**src/rtl/vx_writeback_arbiter.sv**
```systemverilog
// Writeback arbiter: drops non-writing commits and round-robins the writing commits
// onto one registered writeback bus. Define WB_PERF_EN to add the perf_wb_stalls counter.
module vx_writeback_arbiter #(
  parameter int NUM_REQS      = 5,
  parameter int NUM_THREADS   = 4,
  parameter int NUM_WARPS     = 4,
  parameter int UUID_BITS     = 44,
  parameter int RD_BITS       = 5,
  parameter int PERF_CTR_BITS = 44,
  localparam int WID_W        = (NUM_WARPS > 1) ? $clog2(NUM_WARPS) : 1
) (
  input  logic                              clk,
  input  logic                              reset,
  input  logic [NUM_REQS-1:0]               commit_valid,
  output logic [NUM_REQS-1:0]               commit_ready,
  input  logic [NUM_REQS*UUID_BITS-1:0]     commit_uuid,
  input  logic [NUM_REQS*WID_W-1:0]         commit_wid,
  input  logic [NUM_REQS*32-1:0]            commit_PC,
  input  logic [NUM_REQS*NUM_THREADS-1:0]   commit_tmask,
  input  logic [NUM_REQS-1:0]               commit_wb,
  input  logic [NUM_REQS*RD_BITS-1:0]       commit_rd,
  input  logic [NUM_REQS*NUM_THREADS*32-1:0] commit_data,
  input  logic [NUM_REQS-1:0]               commit_eop,
`ifdef WB_PERF_EN
  output logic [PERF_CTR_BITS-1:0]          perf_wb_stalls,
`endif
  output logic                              writeback_valid,
  output logic [UUID_BITS-1:0]              writeback_uuid,
  output logic [WID_W-1:0]                  writeback_wid,
  output logic [31:0]                       writeback_PC,
  output logic [NUM_THREADS-1:0]            writeback_tmask,
  output logic [RD_BITS-1:0]                writeback_rd,
  output logic [NUM_THREADS*32-1:0]         writeback_data,
  output logic                              writeback_eop
);

  localparam int PTR_W = (NUM_REQS > 1) ? $clog2(NUM_REQS) : 1;
  localparam int CNT_W = $clog2(NUM_REQS + 1);
  localparam int DW    = NUM_THREADS * 32;

  logic [NUM_REQS-1:0]    wr_req_s, drop_req_s, grant_oh_s;
  logic [PTR_W-1:0]       grant_idx_s;
  logic                   grant_any_s;
  logic [CNT_W-1:0]       n_wr_s;

  logic [PTR_W-1:0]       rr_ptr_d, rr_ptr_q;
  logic                   valid_d, valid_q;
  logic [UUID_BITS-1:0]   uuid_d, uuid_q;
  logic [WID_W-1:0]       wid_d, wid_q;
  logic [31:0]            pc_d, pc_q;
  logic [NUM_THREADS-1:0] tmask_d, tmask_q;
  logic [RD_BITS-1:0]     rd_d, rd_q;
  logic [DW-1:0]          data_d, data_q;
  logic                   eop_d, eop_q;
`ifdef WB_PERF_EN
  logic [PERF_CTR_BITS-1:0] stalls_d, stalls_q;
`endif

  // Request classification, round-robin grant, ready generation and next-state.
  always_comb begin
    wr_req_s    = commit_valid & commit_wb;
    drop_req_s  = commit_valid & ~commit_wb;
    grant_oh_s  = '0;
    grant_idx_s = '0;
    grant_any_s = 1'b0;
    n_wr_s      = '0;
    rr_ptr_d    = rr_ptr_q;
    valid_d     = 1'b0;
    uuid_d      = uuid_q;
    wid_d       = wid_q;
    pc_d        = pc_q;
    tmask_d     = tmask_q;
    rd_d        = rd_q;
    data_d      = data_q;
    eop_d       = eop_q;

    for (int j = 0; j < NUM_REQS; j++) begin
      int idx;
      idx = (int'(rr_ptr_q) + j) % NUM_REQS;
      if (!grant_any_s && wr_req_s[idx]) begin
        grant_any_s     = 1'b1;
        grant_idx_s     = PTR_W'(idx);
        grant_oh_s[idx] = 1'b1;
      end else begin
        grant_any_s = grant_any_s;
      end
      if (wr_req_s[j]) begin
        n_wr_s = n_wr_s + CNT_W'(1);
      end else begin
        n_wr_s = n_wr_s;
      end
    end

    // Ready never looks downstream: the writeback bus cannot stall.
    if (reset) begin
      commit_ready = '0;
    end else begin
      commit_ready = drop_req_s | grant_oh_s;
    end

    if (grant_any_s) begin
      valid_d  = 1'b1;
      rr_ptr_d = (grant_idx_s == PTR_W'(NUM_REQS - 1)) ? '0 : grant_idx_s + PTR_W'(1);
      uuid_d   = commit_uuid[int'(grant_idx_s)*UUID_BITS +: UUID_BITS];
      wid_d    = commit_wid[int'(grant_idx_s)*WID_W +: WID_W];
      pc_d     = commit_PC[int'(grant_idx_s)*32 +: 32];
      tmask_d  = commit_tmask[int'(grant_idx_s)*NUM_THREADS +: NUM_THREADS];
      rd_d     = commit_rd[int'(grant_idx_s)*RD_BITS +: RD_BITS];
      data_d   = commit_data[int'(grant_idx_s)*DW +: DW];
      eop_d    = commit_eop[grant_idx_s];
    end else begin
      valid_d  = 1'b0;
    end

`ifdef WB_PERF_EN
    if (n_wr_s > CNT_W'(1)) begin
      stalls_d = stalls_q + PERF_CTR_BITS'(1);
    end else begin
      stalls_d = stalls_q;
    end
`endif
  end

  // Pointer and writeback register stage; reset discards any in-flight entry.
  always_ff @(posedge clk) begin
    if (reset) begin
      rr_ptr_q <= '0;
      valid_q  <= 1'b0;
      uuid_q   <= '0;
      wid_q    <= '0;
      pc_q     <= '0;
      tmask_q  <= '0;
      rd_q     <= '0;
      data_q   <= '0;
      eop_q    <= 1'b0;
`ifdef WB_PERF_EN
      stalls_q <= '0;
`endif
    end else begin
      rr_ptr_q <= rr_ptr_d;
      valid_q  <= valid_d;
      uuid_q   <= uuid_d;
      wid_q    <= wid_d;
      pc_q     <= pc_d;
      tmask_q  <= tmask_d;
      rd_q     <= rd_d;
      data_q   <= data_d;
      eop_q    <= eop_d;
`ifdef WB_PERF_EN
      stalls_q <= stalls_d;
`endif
    end
  end

  assign writeback_valid = valid_q;
  assign writeback_uuid  = uuid_q;
  assign writeback_wid   = wid_q;
  assign writeback_PC    = pc_q;
  assign writeback_tmask = tmask_q;
  assign writeback_rd    = rd_q;
  assign writeback_data  = data_q;
  assign writeback_eop   = eop_q;
`ifdef WB_PERF_EN
  assign perf_wb_stalls  = stalls_q;
`endif

endmodule

```
**config.mk**
```make
export PLATFORM = sky130hd
export DESIGN_NAME = vx_writeback_arbiter
export DESIGN_NICKNAME = d
export VERILOG_FILES = /design/src/rtl/vx_writeback_arbiter.sv
export SDC_FILE = /design/constraint.sdc
export NUM_CORES = 1
export LEC_CHECK = 0
export ABC_AREA = 1
export CAP_MARGIN = 0
export CORE_AREA = 8 8 499 501
export DETAILED_ROUTE_END_ITERATION = 16
export DIE_AREA = 0 0 507 509
export PLACE_DENSITY = 0.34
export SYNTH_ARGS = -nofsm -noshare
export SYNTH_HDL_FRONTEND = slang
export SYNTH_SLANG_ARGS = --single-unit
export TNS_END_PERCENT = 5
```
**constraint.sdc**
```tcl
create_clock -name clk -period 8.13 [get_ports clk]
set_input_delay 1.626 -clock clk [delete_from_list [all_inputs] [get_ports clk]]
set_output_delay 1.626 -clock clk [all_outputs]
set_load 0.005 [all_outputs]
```
==> run metrics, run 1 <==
vias in the first global route 33622; Least-Margin Pin Slew 1.04 ns; 1st-iter DRT viols 2146; number of synthesized flops with an enable pin 0; Ys Warns 0; Core ar. 0.241 mm^2; Setup crit start kind flop; synth top area cells nand2_1, nand3_1, dfxtp_1, inv_1, a21oi_1; Die X 507 um; Final Hold Fails 0; TNS Setup 0 ns; # nets final 6817; chip height 509 um; Cell Count, Final, Fillers Out 8949; RSZ-0062 raised after global routing no; DRC Markers 0; Starting Density 9.74%; top-count cell post-synth nand2_1; Setup crit end kind output pin; Req. time, crit path 6.50 ns; Crit path arrival time 5.87 ns; Main synth FF type dfxtp_1; dpl hpwl 177000 um; Commonest cells post-synth nand2_1, inv_1, nand3_1; H-tree depth 2; maximum clock rate 133 MHz; Critical Path Most Common Cell inv_1; I/O Buffers 1313; Final setup viols 0; I/O Pins 1314; Cell Area, Synth 0.0235 mm^2; Final Skew 0.0316 ns; Yosys top cell by area nand2_1; crit path kind reg -> out; Clock Tree Buf Depth 3; antenna violations before repair 95; Routed WL 216000 um; CTS tree done; WL per Instance 24.2 um; Finished Core Util 17.1%; die area 0.258 mm^2; clk slew on worst S/H paths 0.05 ns; row cnt 181; Clock Tree Root clkbuf_16; asr flop ratio synth 0%; Max-cap violations 0; gate count of the mapped netlist 4602; GR Util All Layers 15.8%; FF+latch count, synth 220; vias 33547; area growth from synthesis to layout 75.5%; maximum fanout along the worst path 11; Yosys cell types 45; post-route ant nets 0; share of the synthesized area in the top cell type 22.4%; sequential element share of the synthesized area 18.7%; drt pass-1 iters 6; Min Clock Period, post-route 7.49 ns; cts bufs inserted 40; WHS 0.540 ns; max-slew violation count 0; Max stage delay on crit path 0.55 ns; largest net degree at the start of global routing 145; first-pass GRT wire length 289000 um; grt total ovfl 0; Placer Congestion 0.910; Crit-path slowest cell dfxtp_1; Via density 3.75; clk_lat worst skew 0.63 ns; ratio of cells with drive above 1 in the final layout 2.93%; syn avg cell area 5.11 um^2; HP Class reg -> reg; syn_nets 5720; placed cell count 8859; status finished clean; clock sink count 220; Max-slew headroom 30.5%; CTS Hold Bufs 0; postcts setup bufs 0; post-cts sizing count 0; final worst path period share 92.2%
-- cells by family after synthesis --
group                      count (synthesis)  synth area share, %
AOI/OAI and AO/OA                        496                 10.9
xor gates and xnor gates                   8                0.410
buffers and inverters                   1467                 24.9
DFF                                      220                 18.7
adders and majority gates                 26                 1.38
and+or+nand+nor                         2385                 43.7
-- worst max-delay path: cells and delay by family, from the launching register on --
family	cells	cell delay, ns
AOI/OAI and AO/OA	2	0.60
DFF	1	0.55
buffers and inverters	10	1.50
and+or+nand+nor	11	1.65
adders and majority gates	4	0.98
-- layout by cell type, fill, tap and decap left out, types with 8 or more instances in the layout --
master / instances
clkbuf_16: 41
clkinv_2: 8
a21oi_1: 233
nand4_1: 15
o21ai_0: 230
nor3_1: 13
nand3_1: 890
inv_2: 13
buf_4: 30
diode_2: 20
buf_12: 23
inv_1: 1139
ha_1: 26
nand2_1: 1401
nor2_1: 31
nand2_2: 8
clkdlybuf4s50_1: 1313
dfxtp_1: 220
-- through the flow --
stage	cell area (um^2)	worst slack, ns
6_report	41200	0.636
5_1_grt	41200	0.0231
4_1_cts	41200	0.441
3_5_place_dp	39900	1.17
3_3_place_gp	39900	1.03
2_1_floorplan	23500	2.75
-- state kept, by name, indices dropped and copies added (netlist names), 2 cells and up --
signal / count
writeback_rd: 5
writeback_uuid: 44
writeback_wid: 2
rr_ptr_q: 3
writeback_data: 128
writeback_tmask: 4
writeback_PC: 32
-- routing by layer --
layer / part of all wire, % / GRT usage, %
met5: 0.21 / 0
met1: 42 / 19.5
met2: 46 / 26.3
met4: 2.3 / 3.64
met3: 9.5 / 5.74
-- worst paths after layout --
check                            startpoint                         endpoint  slack (ns)  depth (start not counted)
max                rr_ptr_q[1]$_SDFFE_PP0P_                  commit_ready[4]        0.64                         27
min          writeback_data[5]$_SDFFE_PP0P_   writeback_data[5]$_SDFFE_PP0P_        0.54                          2
max reg2reg        rr_ptr_q[1]$_SDFFE_PP0P_  writeback_data[39]$_SDFFE_PP0P_        1.77                         30
min reg2reg  writeback_data[5]$_SDFFE_PP0P_   writeback_data[5]$_SDFFE_PP0P_        0.54                          2
-- cell type report --
cell class,count,area [um^2]
well taps,3202,4010
clock inverters,16,149
multi-input cells,2915,13300
diodes,20,50.0
repair buffers,1366,13800
clock buffers,54,1140
fillers,28550,200000
inverters,1156,4360
flip-flops and latches,220,4400
Power of run 1 is left out: the tool's default activity adds up to more than one toggle a clock period on the data nets, which glitch-free logic cannot reach.
==> inputs of run 2 (changes only) <==
--- a/config.mk
+++ b/config.mk
@@ -10,6 +10,7 @@
 export CORE_AREA = 8 8 499 501
 export DETAILED_ROUTE_END_ITERATION = 16
 export DIE_AREA = 0 0 507 509
+export HOLD_SLACK_MARGIN = 0.06
 export PLACE_DENSITY = 0.34
 export SYNTH_ARGS = -nofsm -noshare
 export SYNTH_HDL_FRONTEND = slang
==> results of run 2 <==
No change in the layout: final DEF, timing and power equal those of run 1.
Power of run 2 is left out for the same reason.
